==> config.mk <==
export PLATFORM = sky130hd
export DESIGN_NAME = pocket_array_renderer_flat
export DESIGN_NICKNAME = d
export VERILOG_FILES = /design/src/rtl/pocket_array_renderer_if.sv /design/src/rtl/pocket_array_renderer.sv /design/src/flat_wrapper.sv
export SDC_FILE = /design/constraint.sdc
export NUM_CORES = 1
export LEC_CHECK = 0
export ABC_CLOCK_PERIOD_IN_PS = 11000
export BUFFER_PORTS_ARGS = -buffer_cell sky130_fd_sc_hd__clkbuf_2
export CORE_MARGIN = 8
export CORE_UTILIZATION = 32
export DETAILED_ROUTE_END_ITERATION = 7
export PLACE_DENSITY = 0.52
export RECOVER_POWER = 50
export SKIP_CTS_REPAIR_TIMING = 1
export SYNTH_ARGS = -nofsm -noshare
export SYNTH_HDL_FRONTEND = slang
export SYNTH_SLANG_ARGS = --single-unit
==> constraint.sdc <==
create_clock -name clk -period 11 [get_ports clk]
set_input_delay 0 -clock clk [delete_from_list [all_inputs] [get_ports clk]]
set_output_delay 0 -clock clk [all_outputs]
set_load 0.01 [all_outputs]
==> src/rtl/pocket_array_renderer_if.sv <==
// Pixel/animation bus between the pocket renderer and its surroundings.
// The master drives pixel coordinates and event strobes; the slave returns the colour.
interface pocket_array_renderer_if #(
  parameter int NUM_HOLES = 6
);
  logic signed [10:0]    pixelX;
  logic signed [10:0]    pixelY;
  logic                  startOfFrame;
  logic [NUM_HOLES-1:0]  sinkPulse;
  logic                  drawingRequestHole;
  logic [7:0]            RGBoutHole;
  logic [2:0]            holeIndex;
  logic [NUM_HOLES-1:0]  flashActive;

  modport master (
    output pixelX, pixelY, startOfFrame, sinkPulse,
    input  drawingRequestHole, RGBoutHole, holeIndex, flashActive
  );

  modport slave (
    input  pixelX, pixelY, startOfFrame, sinkPulse,
    output drawingRequestHole, RGBoutHole, holeIndex, flashActive
  );
endinterface

==> src/rtl/pocket_array_renderer.sv <==
// Procedural renderer for NUM_HOLES circular pockets with a per-pocket
// "ball sunk" blink animation. Two registered stages: bounding-box select,
// then circle test and colour pick. Lowest pocket index wins on overlap.
module pocket_array_renderer #(
  parameter int                      NUM_HOLES            = 6,
  parameter logic [11*NUM_HOLES-1:0] HOLE_CX              = {11'd48, 11'd320, 11'd592, 11'd48, 11'd320, 11'd592},
  parameter logic [11*NUM_HOLES-1:0] HOLE_CY              = {11'd48, 11'd48, 11'd48, 11'd432, 11'd432, 11'd432},
  parameter int                      RADIUS               = 14,
  parameter int                      RIM_WIDTH            = 2,
  parameter logic [7:0]              CORE_COLOR           = 8'h00,
  parameter logic [7:0]              RIM_COLOR            = 8'h49,
  parameter logic [7:0]              FLASH_COLOR          = 8'hFC,
  parameter int                      FLASH_FRAMES         = 60,
  parameter int                      BLINK_FRAMES         = 8,
  parameter logic [7:0]              TRANSPARENT_ENCODING = 8'hFF
) (
  input  logic                   clk,
  input  logic                   rst,
  pocket_array_renderer_if.slave bus
);

  localparam int CNT_W = $clog2(FLASH_FRAMES + 1);
  localparam int BLK_W = $clog2(BLINK_FRAMES + 1);

  localparam logic signed [12:0] R_POS   = 13'(RADIUS);
  localparam logic signed [12:0] R_NEG   = -R_POS;
  localparam logic [23:0]        R2_OUT  = 24'(RADIUS * RADIUS);
  localparam logic [23:0]        R2_IN   = 24'((RADIUS - RIM_WIDTH) * (RADIUS - RIM_WIDTH));
  localparam logic [CNT_W-1:0]   CNT_LAST = CNT_W'(FLASH_FRAMES - 1);
  localparam logic [BLK_W-1:0]   BLK_LAST = BLK_W'(BLINK_FRAMES - 1);

  typedef enum logic {
    ST_IDLE  = 1'b0,
    ST_FLASH = 1'b1
  } flash_state_t;

  // Animation state per pocket
  flash_state_t                    state_r [NUM_HOLES];
  flash_state_t                    state_s [NUM_HOLES];
  logic [NUM_HOLES-1:0][CNT_W-1:0] cnt_r, cnt_s;
  logic [NUM_HOLES-1:0][BLK_W-1:0] blink_r, blink_s;
  logic [NUM_HOLES-1:0]            phase_r, phase_s;
  logic [7:0]                      flash_on_s;
  logic [NUM_HOLES-1:0]            flash_act_s;

  // Stage 1 (box select) and stage 2 (colour) signals
  logic signed [12:0] dx_s [NUM_HOLES];
  logic signed [12:0] dy_s [NUM_HOLES];
  logic               hit_s;
  logic [2:0]         hit_idx_s;
  logic signed [11:0] hit_dx_s, hit_dy_s;
  logic               s1_valid_r;
  logic [2:0]         s1_idx_r;
  logic signed [11:0] s1_dx_r, s1_dy_r;
  logic signed [23:0] dx_w_s, dy_w_s, sqx_s, sqy_s;
  logic [23:0]        d2_s;
  logic [7:0]         rgb_s, rgb_r;
  logic [2:0]         idx_s, idx_r;

  // Offsets from every pocket centre, widened so far-off pixels cannot wrap into a hit
  always_comb begin
    for (int i = 0; i < NUM_HOLES; i++) begin
      dx_s[i] = $signed({{2{bus.pixelX[10]}}, bus.pixelX}) - $signed({2'b00, HOLE_CX[(NUM_HOLES-1-i)*11 +: 11]});
      dy_s[i] = $signed({{2{bus.pixelY[10]}}, bus.pixelY}) - $signed({2'b00, HOLE_CY[(NUM_HOLES-1-i)*11 +: 11]});
    end
  end

  // Priority select: scanning downward lets the lowest-index hit overwrite the rest
  always_comb begin
    hit_s     = 1'b0;
    hit_idx_s = 3'd0;
    hit_dx_s  = 12'sd0;
    hit_dy_s  = 12'sd0;
    for (int i = NUM_HOLES - 1; i >= 0; i--) begin
      if ((dx_s[i] >= R_NEG) && (dx_s[i] <= R_POS) && (dy_s[i] >= R_NEG) && (dy_s[i] <= R_POS)) begin
        hit_s     = 1'b1;
        hit_idx_s = 3'(i);
        hit_dx_s  = dx_s[i][11:0];
        hit_dy_s  = dy_s[i][11:0];
      end else begin
        hit_s     = hit_s;
      end
    end
  end

  // Stage 1 register: selected pocket and its offsets
  always_ff @(posedge clk) begin
    if (rst) begin
      s1_valid_r <= 1'b0;
      s1_idx_r   <= 3'd0;
      s1_dx_r    <= 12'sd0;
      s1_dy_r    <= 12'sd0;
    end else begin
      s1_valid_r <= hit_s;
      s1_idx_r   <= hit_idx_s;
      s1_dx_r    <= hit_dx_s;
      s1_dy_r    <= hit_dy_s;
    end
  end

  assign dx_w_s = 24'(s1_dx_r);
  assign dy_w_s = 24'(s1_dy_r);
  assign sqx_s  = dx_w_s * dx_w_s;
  assign sqy_s  = dy_w_s * dy_w_s;
  assign d2_s   = $unsigned(sqx_s) + $unsigned(sqy_s);

  // Blink-on flags padded to the 3-bit index range so stage 2 never indexes out of bounds
  always_comb begin
    flash_on_s  = 8'h00;
    flash_act_s = '0;
    for (int i = 0; i < NUM_HOLES; i++) begin
      flash_on_s[i]  = (state_r[i] == ST_FLASH) && phase_r[i];
      flash_act_s[i] = (state_r[i] == ST_FLASH);
    end
  end

  // Stage 2 colour: core / rim / transparent, only the core can flash
  always_comb begin
    rgb_s = TRANSPARENT_ENCODING;
    idx_s = 3'd0;
    if (s1_valid_r) begin
      if (d2_s < R2_IN) begin
        rgb_s = flash_on_s[s1_idx_r] ? FLASH_COLOR : CORE_COLOR;
        idx_s = s1_idx_r;
      end else if (d2_s < R2_OUT) begin
        rgb_s = RIM_COLOR;
        idx_s = s1_idx_r;
      end else begin
        rgb_s = TRANSPARENT_ENCODING;
        idx_s = 3'd0;
      end
    end else begin
      rgb_s = TRANSPARENT_ENCODING;
      idx_s = 3'd0;
    end
  end

  // Stage 2 register: output colour and pocket index
  always_ff @(posedge clk) begin
    if (rst) begin
      rgb_r <= TRANSPARENT_ENCODING;
      idx_r <= 3'd0;
    end else begin
      rgb_r <= rgb_s;
      idx_r <= idx_s;
    end
  end

  // Next-state for each pocket's flash animation; a sink always wins over the frame strobe
  always_comb begin
    for (int i = 0; i < NUM_HOLES; i++) begin
      state_s[i] = state_r[i];
      cnt_s[i]   = cnt_r[i];
      blink_s[i] = blink_r[i];
      phase_s[i] = phase_r[i];
      case (state_r[i])
        ST_IDLE: begin
          if (bus.sinkPulse[i]) begin
            state_s[i] = ST_FLASH;
            cnt_s[i]   = '0;
            blink_s[i] = '0;
            phase_s[i] = 1'b1;
          end else begin
            state_s[i] = ST_IDLE;
          end
        end
        ST_FLASH: begin
          if (bus.sinkPulse[i]) begin
            cnt_s[i]   = '0;
            blink_s[i] = '0;
            phase_s[i] = 1'b1;
          end else if (bus.startOfFrame) begin
            if (cnt_r[i] == CNT_LAST) begin
              state_s[i] = ST_IDLE;
              cnt_s[i]   = '0;
              blink_s[i] = '0;
              phase_s[i] = 1'b0;
            end else begin
              cnt_s[i] = cnt_r[i] + CNT_W'(1);
              if (blink_r[i] == BLK_LAST) begin
                blink_s[i] = '0;
                phase_s[i] = ~phase_r[i];
              end else begin
                blink_s[i] = blink_r[i] + BLK_W'(1);
              end
            end
          end else begin
            state_s[i] = ST_FLASH;
          end
        end
        default: begin
          state_s[i] = ST_IDLE;
          cnt_s[i]   = '0;
          blink_s[i] = '0;
          phase_s[i] = 1'b0;
        end
      endcase
    end
  end

  // Animation state registers
  always_ff @(posedge clk) begin
    if (rst) begin
      for (int i = 0; i < NUM_HOLES; i++) begin
        state_r[i] <= ST_IDLE;
      end
      cnt_r   <= '0;
      blink_r <= '0;
      phase_r <= '0;
    end else begin
      for (int i = 0; i < NUM_HOLES; i++) begin
        state_r[i] <= state_s[i];
      end
      cnt_r   <= cnt_s;
      blink_r <= blink_s;
      phase_r <= phase_s;
    end
  end

  assign bus.RGBoutHole         = rgb_r;
  assign bus.holeIndex          = idx_r;
  assign bus.drawingRequestHole = (rgb_r != TRANSPARENT_ENCODING);
  assign bus.flashActive        = flash_act_s;

endmodule
==> src/flat_wrapper.sv <==
// flat-port wrapper written by rule: the top's interface ports become plain ports
module pocket_array_renderer_flat 
#(
  parameter int                      NUM_HOLES            = 6,
  parameter logic [11*NUM_HOLES-1:0] HOLE_CX              = {11'd48, 11'd320, 11'd592, 11'd48, 11'd320, 11'd592},
  parameter logic [11*NUM_HOLES-1:0] HOLE_CY              = {11'd48, 11'd48, 11'd48, 11'd432, 11'd432, 11'd432},
  parameter int                      RADIUS               = 14,
  parameter int                      RIM_WIDTH            = 2,
  parameter logic [7:0]              CORE_COLOR           = 8'h00,
  parameter logic [7:0]              RIM_COLOR            = 8'h49,
  parameter logic [7:0]              FLASH_COLOR          = 8'hFC,
  parameter int                      FLASH_FRAMES         = 60,
  parameter int                      BLINK_FRAMES         = 8,
  parameter logic [7:0]              TRANSPARENT_ENCODING = 8'hFF
)
  (clk, rst, bus_pixelX, bus_pixelY, bus_startOfFrame, bus_sinkPulse, bus_drawingRequestHole, bus_RGBoutHole, bus_holeIndex, bus_flashActive);
  pocket_array_renderer_if #(.NUM_HOLES(NUM_HOLES)) bus_i ();
  input  logic clk;
  input  logic rst;
  input wire logic [$bits(bus_i.pixelX)-1:0] bus_pixelX;
  input wire logic [$bits(bus_i.pixelY)-1:0] bus_pixelY;
  input wire logic [$bits(bus_i.startOfFrame)-1:0] bus_startOfFrame;
  input wire logic [$bits(bus_i.sinkPulse)-1:0] bus_sinkPulse;
  output wire logic [$bits(bus_i.drawingRequestHole)-1:0] bus_drawingRequestHole;
  output wire logic [$bits(bus_i.RGBoutHole)-1:0] bus_RGBoutHole;
  output wire logic [$bits(bus_i.holeIndex)-1:0] bus_holeIndex;
  output wire logic [$bits(bus_i.flashActive)-1:0] bus_flashActive;
  assign bus_i.pixelX = bus_pixelX;
  assign bus_i.pixelY = bus_pixelY;
  assign bus_i.startOfFrame = bus_startOfFrame;
  assign bus_i.sinkPulse = bus_sinkPulse;
  assign bus_drawingRequestHole = bus_i.drawingRequestHole;
  assign bus_RGBoutHole = bus_i.RGBoutHole;
  assign bus_holeIndex = bus_i.holeIndex;
  assign bus_flashActive = bus_i.flashActive;
  pocket_array_renderer #(.NUM_HOLES(NUM_HOLES), .HOLE_CX(HOLE_CX), .HOLE_CY(HOLE_CY), .RADIUS(RADIUS), .RIM_WIDTH(RIM_WIDTH), .CORE_COLOR(CORE_COLOR), .RIM_COLOR(RIM_COLOR), .FLASH_COLOR(FLASH_COLOR), .FLASH_FRAMES(FLASH_FRAMES), .BLINK_FRAMES(BLINK_FRAMES), .TRANSPARENT_ENCODING(TRANSPARENT_ENCODING)) u_core (.clk(clk), .rst(rst), .bus(bus_i));
endmodule
==> results.md, run 1 <==
- The endpoint kind of the worst setup timing path is a flop.
- During synthesis, Yosys emitted a total of 0 warnings.
- The launch point of the worst hold path is bus_pixelY[4].
- The layout has 4862 filler cells.
- The final hold violation count came to 1.
- No sink is reached through more buffers than the 2 on the longest clock path.
- The total of flip-flops plus latches after synthesis is 107.
- The arrival time of the worst setup path is 8330 ps.
- The detailed router's first-iteration violation count is 524.
- Buffers inserted during clock tree synthesis total 9.
- The total wirelength of the detailed-routed design is 34800 microns.
- Setup violations remaining at the end of the flow were counted as 0.
- The number of standard-cell rows in the floorplan is 80.
- The floorplan step set the die width to 235 microns.
- Setup repair after global routing left no endpoint under its margin.
- The clock root buffer master is sky130_fd_sc_hd__clkbuf_16.
- The area growth from synthesis to final layout is 8.23%.
- The type of the worst setup path is reg -> reg.
- The via count of the first global-routing pass is 11.5k.
- The type of the most critical hold path is in -> reg.
- The minimum clock period after layout is 8030 ps.
- The largest fanout on the critical path is 23.
- The async set-reset flop share out of synthesis is 0%.
- The number of nets handed over by synthesis was 2139.
- Summed over all nets, the half-perimeter wirelength after detailed placement is 29800 microns.
- The y dimension of the die is 235 microns.
- TritonCTS built the clock tree.
- At the pin with the least slew margin, the transition time is 761 ps.
- The global-route wire length before repair is 59700 microns.
- The count of nets left with antenna violations once routing finished came out at 0.
- The final count of pins violating max slew came to 0.
- The synthesized instance count is 1711.
- The maximum number of pins on one net before global-route repair is 43.
- The maximum resistive drop on vdd is 0.0000821 V.
- The worst setup timing slack at the placement stage is 2890 ps.
- Once the floorplan was initialized, standard cells occupied 32.3% of the core.
- For the final routed database, the setup TNS stands at 0 ps.
- The area share of the largest cell type after synthesis is 36.4%.
- The register clock-pin slew on the reported worst setup and hold paths is 80 ps.
- The data required time of the worst path is 11300 ps.
- The count of port buffers added during placement is 48.
- The mean routed wirelength per cell is 14.8 microns.
- The final critical path takes up 73.0% of the cycle.
- The startpoint identified for the worst register-to-register timing path is u_core.s1_dy_r[11].
- A synthesized cell averages 8.97 sq um.
- The level count of the clock H-tree is 3.
- Of all cell types, the one taking the most synthesized area is sky130_fd_sc_hd__fa_1.
- The number of synthesized flops with an enable pin is 0.
- The via count of the routed design is 11.0k.
- The peak clock frequency supported by timing is 0.125 GHz.
- In the routed design, unresolved DRC markers number 0.
- The final global-route overflow total is 0.
- The final reports fail on negative hold slack.
- The overall fraction of global-route tracks in use is 13.0%.
- The unique cell type count in the Yosys netlist is 75.
- During I/O placement, the number of pins put on the boundary was 49.
- The flow ran to the end, but the final reports show violations.
- The clock drives 107 sinks.
- The core region is 47500 sq um.
- For this run, the register share of the synthesized area comes to 14.0%.
- The final net count is 2161.
- Across all hold checks on the routed design, the worst slack comes to -5.65 ps.
- The length of the first detailed-routing pass in iterations is 4.
- The launch point of the critical path is u_core.s1_dy_r[11].
- The cell area power density is 50.6 nW/um^2.
- The total leakage power is 8.19 nW.
- Routability-driven placement finished with a final weighted congestion of 0.854.
- The via count normalized by instance count is 4.67.
- Headroom to the max-slew limit came out at 49.2%.
- The antenna diode instance count is 0.
- The area enclosed by the die boundary is 55200 sq um.
- For the worst-skew pair, the clock arrives at the later sink with an insertion delay of 350 ps.
- Setup slack on the critical path of the routed design comes to 2970 ps.
- For the final database, setup skew stands at 11.4 ps.
- Cells with a size suffix above 1 make up 3.45% of the layout.
- After synthesis the cells add up to 15400 sq um.
- The number of max-cap violations is 0.
- The most used flip-flop cell after synthesis is sky130_fd_sc_hd__dfxtp_1.
- The nature of the critical path startpoint is a flop.
- The number of antenna violations at the first check in global routing is 5.
- By area the synthesized netlist is led by sky130_fd_sc_hd__fa_1 36%, sky130_fd_sc_hd__dfxtp_1 14%, sky130_fd_sc_hd__ha_1 9.6%.
report_power, final:
| part | switching [mW] | internal (mW) |
|---|---|---|
| clock network | 0.164 | 0.184 |
| registers | 0.00897 | 0.395 |
| logic | 0.0542 | 0.0354 |
| total | 0.227 | 0.614 |
logic make-up after synthesis:
logic type,synth area share [%]
AO/OA/AOI/OAI,7.80
XOR/XNOR,4.91
adder cells (fa/ha/maj),46.0
buffers and inverters,10.9
flip-flops,14.0
multiplexers,0.587
AND/OR/NAND/NOR,15.9
per-stage QoR:
stage	area, sq um	total power, mW	cells	hold WS (ps)	utilization, %
final	16600	0.841	2353	-5.65	34.9
after global routing	16600	0.882	2353	22.2	34.9
after CTS	16500	0.849	2339	-125	34.7
after detailed placement	16200	0.500	2323	252	34.0
after global placement	16200	0.498	2323	243	34.0
after floorplan	15400	0.472	1711	117	-
critical path, cell delays in order, from the launching register on:
cell and delay (ps):
sky130_fd_sc_hd__dfxtp_1 810, sky130_fd_sc_hd__and2_1 320, sky130_fd_sc_hd__fa_1 540, sky130_fd_sc_hd__inv_1 440
sky130_fd_sc_hd__fa_1 510, sky130_fd_sc_hd__fa_1 490, sky130_fd_sc_hd__fa_1 500, sky130_fd_sc_hd__inv_1 60
sky130_fd_sc_hd__fa_1 500, sky130_fd_sc_hd__fa_1 540, sky130_fd_sc_hd__inv_1 50, sky130_fd_sc_hd__fa_1 550
sky130_fd_sc_hd__inv_1 50, sky130_fd_sc_hd__ha_1 340, sky130_fd_sc_hd__and2_1 180, sky130_fd_sc_hd__a221o_1 390
sky130_fd_sc_hd__nand3b_1 120, sky130_fd_sc_hd__nand4_1 90, sky130_fd_sc_hd__a2111o_1 420, sky130_fd_sc_hd__a2111oi_2 300
sky130_fd_sc_hd__nand4_1 200, sky130_fd_sc_hd__nor4_4 360, sky130_fd_sc_hd__and3_1 220
worst paths after layout:
| check | slack (ps) | cells past startpoint | endpoint |
|---|---|---|---|
| min reg2reg | 470 | 2 | u_core.cnt_r[17] |
| max | 2970 | 22 | u_core.bus.holeIndex[2] |
| min | -6 | 3 | u_core.s1_dy_r[4] |
| max reg2reg | 2970 | 22 | u_core.bus.holeIndex[2] |
placed cells by master (no fill, tap or decap), drive strengths merged, types with 14 or more instances in the layout:
cell type	netlist	layout
a21oi	52	52
and2	73	73
clkbuf	52	58
dfxtp	107	107
dlygate4sd3	0	14
fa	279	279
ha	118	118
inv	384	386
nand2	145	145
nand3	23	23
nand4	27	27
nor2	121	121
nor2b	27	27
nor3	14	14
o21ai	31	31
xnor2	46	46
xor2	40	40
cells in the mapped netlist, drive strengths merged (2+ instances only):
library cell,instances
a2111oi,3
a211oi,7
a21boi,4
a21o,12
a21oi,52
a221oi,2
a311o,3
a311oi,5
a31oi,8
a32oi,2
and2,73
and3,12
and4b,2
buf,5
clkbuf,52
dfxtp,107
fa,279
ha,118
inv,384
mux2i,9
nand2,145
nand2b,7
nand3,23
nand3b,5
nand4,27
nand4b,2
nor2,121
nor2b,27
nor3,14
nor3b,4
nor4,6
nor4b,5
o211a,3
o21a,8
o21ai,31
o21bai,7
o22a,2
o22ai,4
o31a,3
o31ai,3
or2,5
or3,10
or4,4
xnor2,46
xor2,40
layer usage:
metal / vias to the layer above / track usage (%) / part of all wire [%]
li1: 5327 / - / -
met1: 5492 / 17.5 / 46
met2: 125 / 22.4 / 50
met3: 40 / 1.90 / 3.0
met4: 10 / 2.26 / 1.2
met5: - / 0 / 0.20
layout make-up:
class,count,area (sq um),area share [%]
clock buffer,10,229,1.38
tap,615,769,4.63
sequential,107,2140,12.9
timing repair buffer,68,403,2.42
multi-input combinational,1163,11500,69.5
clock inverter,6,91.3,0.550
inverter,384,1440,8.67
sequential cells by signal (all words and copies together), names as in the netlist:
signal / flops
u_core.bus.holeIndex: 3
u_core.state_r: 6
u_core.s1_idx_r: 3
u_core.blink_r: 24
u_core.phase_r: 6
u_core.cnt_r: 36
u_core.s1_valid_r: 1
u_core.bus.RGBoutHole: 4
u_core.s1_dx_r: 12
u_core.s1_dy_r: 12
Note: power is estimated with default switching activity, not from simulation.
==> run 2, diff against run 1 <==
Settings changed: ABC_CLOCK_PERIOD_IN_PS 11000 to 6900, PLACE_DENSITY 0.52 to 0.53.
Clock period 11 ns to 6.9 ns, I/O delays scaled along.
==> run 2 against run 1 <==
The run ends with negative setup slack left; utilization grew 4.1 points; die area is the same; highest routed layer is now met4; sequential power grew 58%; sequential cell count is the same; first-iteration DRC count shrank 8.0%; non-clock buffer count grew 181; clock-buffer cell count is the same; via count grew 5.5%.
==> results.md, run 2 (synthesis results as in run 1) <==
- The maximum number of pins on one net before global-route repair is 43 (unchanged).
- The length of the first detailed-routing pass in iterations came to 5 (was 4).
- The final hold violation count is 0 (was 1).
- The total of endpoints with negative setup slack in the final report was 7 (was 0).
- The launch point of the worst hold path was bus_pixelX[2] (was bus_pixelY[4]).
- The global-route wire length before repair was 62100 microns (was 59700 microns).
- The minimum clock period after layout is 7020 ps (was 8030 ps).
- The final net count came to 2342 (was 2161).
- The number of cells after detailed placement is 2488 (was 2323).
- The placed wire-length estimate is 32100 microns (was 29800 microns).
- The count of non-filler cells in the finished layout was 2534 (was 2353).
- The area growth from synthesis to final layout is 21.0% (was 8.23%).
- Failing checks: negative setup slack (was negative hold slack).
- The setup clock skew after layout came to 11.8 ps (was 11.4 ps).
- The number of flip-flops under the largest register name was 36 (unchanged).
- The hold path depth is 2 (was 3).
- The sequential share of power is 46.3% (was 48.0%).
- The nature of the critical path startpoint is a flop (unchanged).
- The cell with the most instances on the worst path is sky130_fd_sc_hd__fa_1 (unchanged).
- The CTS tree was done (unchanged).
- The count of clock tree sinks is 107 (unchanged).
- Most used cells in the layout excluding fill and tap cells: 360 x sky130_fd_sc_hd__inv_1, 257 x sky130_fd_sc_hd__fa_1, 172 x sky130_fd_sc_hd__buf_4 (was 384 x sky130_fd_sc_hd__inv_1, 279 x sky130_fd_sc_hd__fa_1, 145 x sky130_fd_sc_hd__nand2_1).
- Unrepaired setup endpoints after global routing: yes (was no).
- The number of standard-cell rows in the floorplan was 80 (unchanged).
- The number of cell instances on the worst register-to-register path is 24 (was 22).
- The number of antenna violations at the first check in global routing is 2 (was 5).
- Outcome: finished with violations (unchanged).
- The number of routed nets with antenna violations came to 0 (unchanged).
- The worst reg2reg path endpoint was u_core.bus.holeIndex[1] (was u_core.bus.holeIndex[2]).
- The initial cell density of the core is 32.3% (unchanged).
- The part of the power in the clock network came to 43.2% (was 41.3%).
- The data required time of the worst path came to 7200 ps (was 11300 ps).
- The DRC violations left is 0 (unchanged).
- The total clock buffers created by CTS was 9 (unchanged).
- The via count of the routed design was 11.6k (was 11.0k).
- The maximum resistive drop on vdd is 0.000101 V (was 0.0000821 V).
- The endpoint kind of the worst setup timing path is a flop (unchanged).
- The worst setup timing slack at the placement stage is -372 ps (was 2890 ps).
- The worst hold slack across all endpoints is 19.7 ps (was -5.65 ps).
- The normalized max-slew margin was 47.7% (was 49.2%).
- The type of the most critical hold path is in -> reg (unchanged).
- The setup slack of the worst register-to-register path is -120 ps (was 2970 ps).
- The mean routed wirelength per cell is 14.5 microns (was 14.8 microns).
- The count of filler cells inserted in the layout is 4761 (was 4862).
- The smallest setup slack after layout is -125 ps (was 2970 ps).
- The number of top-level pins is 49 (unchanged).
- The register ranked first by flip-flop count was u_core.cnt_r (unchanged).
- The arrival time of the worst setup path is 7320 ps (was 8330 ps).
- The combinational fraction of design power is 10.6% (about the same).
- The type of the worst setup path is reg -> reg (unchanged).
- The area enclosed by the die boundary is 55200 sq um (unchanged).
- The maximum clock path buffer count is 2 (unchanged).
- The final count of pins violating max slew is 0 (unchanged).
- The total power of the final layout is 1.38 mW (was 0.841 mW).
- The maximum cell stage delay along the critical path is 610 ps (was 810 ps).
- Worst-path cell chain: and2_4, fa_2, clkinvlp_4, buf_6, fa_2, fa_1, fa_1, inv_1, fa_1, fa_1, inv_2, fa_1, inv_2, ha_4, and2_4, a221o_1, nand3b_1, nand4_1, a2111o_1, a2111oi_4, nand4_1, nor4_4, buf_4, and3_4 (was and2_1, fa_1, inv_1, fa_1, fa_1, fa_1, inv_1, fa_1, fa_1, inv_1, fa_1, inv_1, ha_1, and2_1, a221o_1, nand3b_1, nand4_1, a2111o_1, a2111oi_2, nand4_1, nor4_4, and3_1).
- The overall fraction of global-route tracks in use is 13.5% (was 13.0%).
- The peak clock frequency supported by timing is 0.142 GHz (was 0.125 GHz).
- The switching power of the nets is 0.359 mW (was 0.227 mW).
- The level count of the clock H-tree is 3 (unchanged).
- The cell area power density is 74.4 nW/um^2 (was 50.6 nW/um^2).
- The clock root buffer master is sky130_fd_sc_hd__clkbuf_16 (unchanged).
- The core footprint is 47500 sq um (unchanged).
- The via count of the first global-routing pass is 12.0k (was 11.5k).
- The antenna diode instance count is 0 (unchanged).
- Biggest registers after layout: u_core.cnt_r (36), u_core.blink_r (24) (unchanged).
- The startpoint of the worst-slack reg-to-reg timing path is u_core.s1_dy_r[11] (unchanged).
- The cell with the biggest individual delay on the critical path was sky130_fd_sc_hd__fa_2 (was sky130_fd_sc_hd__dfxtp_1).
- The final global-route overflow total is 0 (unchanged).
- The post-layout utilization of the core is 39.1% (was 34.9%).
- The most common library cell in the layout ignoring fill and taps is sky130_fd_sc_hd__inv_1 (unchanged).
- The fraction of layout instances using a drive strength above 1 is 18.9% (was 3.45%).
- The count of port buffers added during placement came to 48 (unchanged).
- The via count normalized by instance count came to 4.58 (was 4.67).
- The largest fanout on the critical path was 8 (was 23).
- The clock insertion delay at the later pin of the skew report was 350 ps (about the same).
- The endpoint with the worst hold slack is u_core.s1_dx_r[2] (was u_core.s1_dy_r[4]).
- The switching power share of the total came to 26.0% (was 27.0%).
- The total leakage power came to 9.20 nW (was 8.19 nW).
- The measured slew at the worst slew-check pin is 782 ps (was 761 ps).
- The total wirelength of the detailed-routed design came to 36700 microns (was 34800 microns).
- The y dimension of the die came to 235 microns (unchanged).
- The number of max-cap violations was 0 (unchanged).
- The register clock-pin slew on the reported worst setup and hold paths is 80 ps (about the same).
- The final cycle utilization of the critical path is 102% (was 73.0%).
- The detailed router's first-iteration violation count came to 482 (was 524).
- The cell internal power dissipation is 1.02 mW (was 0.614 mW).
- The die boundary width is 235 microns (unchanged).
- The weighted congestion reported at the end of routability-driven placement is 0.883 (was 0.854).
-- run 2: cell types whose count changed in the layout (fill, tap and decap cells not counted), sizes merged --
cell         change
buf            +185
bufinv           +1
clkinv           -1
clkinvlp         +1
dlygate4sd3      -4
inv              -1
-- run 2: area by class of cell --
type                            count  area (sq um)  area share, %
Clock buffer                       10           239           1.29
Clock inverter                      6           115          0.620
Inverter                          384          1450           7.78
Multi-Input combinational cell   1163         11900           64.1
Sequential cell                   107          2190           11.8
Tap cell                          615           769           4.14
Timing Repair Buffer              249          1900           10.2
-- run 2: metal layers --
metal  share of wire (%)  wire length, microns  vias up  global-route usage (%)
li1                    -                     -     5679                       -
met4                 2.6                   964        0                    3.43
met1                  46                 16800     5730                    18.1
met3                 2.6                   969       46                    1.43
met2                  49                 17900      147                    23.1
met5                   0                     0        -                       0
-- run 2: power groups by stage --
stage / clock network [mW] / logic, mW / registers (mW)
after floorplan: 0 / 0.0980 / 0.655
after global placement: 0 / 0.139 / 0.657
after detailed placement: 0 / 0.141 / 0.657
after CTS: 0.615 / 0.142 / 0.643
after global routing: 0.639 / 0.164 / 0.642
final: 0.597 / 0.146 / 0.640
-- run 2: through the flow --
step / instance area [sq um] / setup TNS [ps]
floorplan: 15500 / 0
global placement: 17600 / -2290
detailed placement: 17600 / -2490
CTS: 18000 / -2740
global route: 18600 / -2030
finish: 18600 / -660
-- run 2: worst max path at each step --
stage	from	endpoint	slack, ps	cells past startpoint
2_1_floorplan	u_core.s1_dy_r[11]	u_core.bus.holeIndex[0]	4	23
3_5_place_dp	u_core.s1_dy_r[6]	u_core.bus.holeIndex[0]	-370	24
6_report	u_core.s1_dy_r[11]	u_core.bus.holeIndex[1]	-120	24
5_1_grt	u_core.s1_dy_r[11]	u_core.bus.RGBoutHole[5]	-310	25
3_3_place_gp	u_core.s1_dy_r[8]	u_core.bus.holeIndex[2]	-350	24
4_1_cts	u_core.s1_dy_r[8]	u_core.bus.holeIndex[0]	-410	23
-- run 2: critical path: cells and delay by family, from the launching register on --
| kind | cells | cell delay, ps |
|---|---|---|
| AND/OR/NAND/NOR | 7 | 1050 |
| buffers and inverters | 6 | 710 |
| adder cells (fa/ha/maj) | 8 | 3850 |
| AO/OA/AOI/OAI | 3 | 970 |
| flip-flops | 1 | 380 |
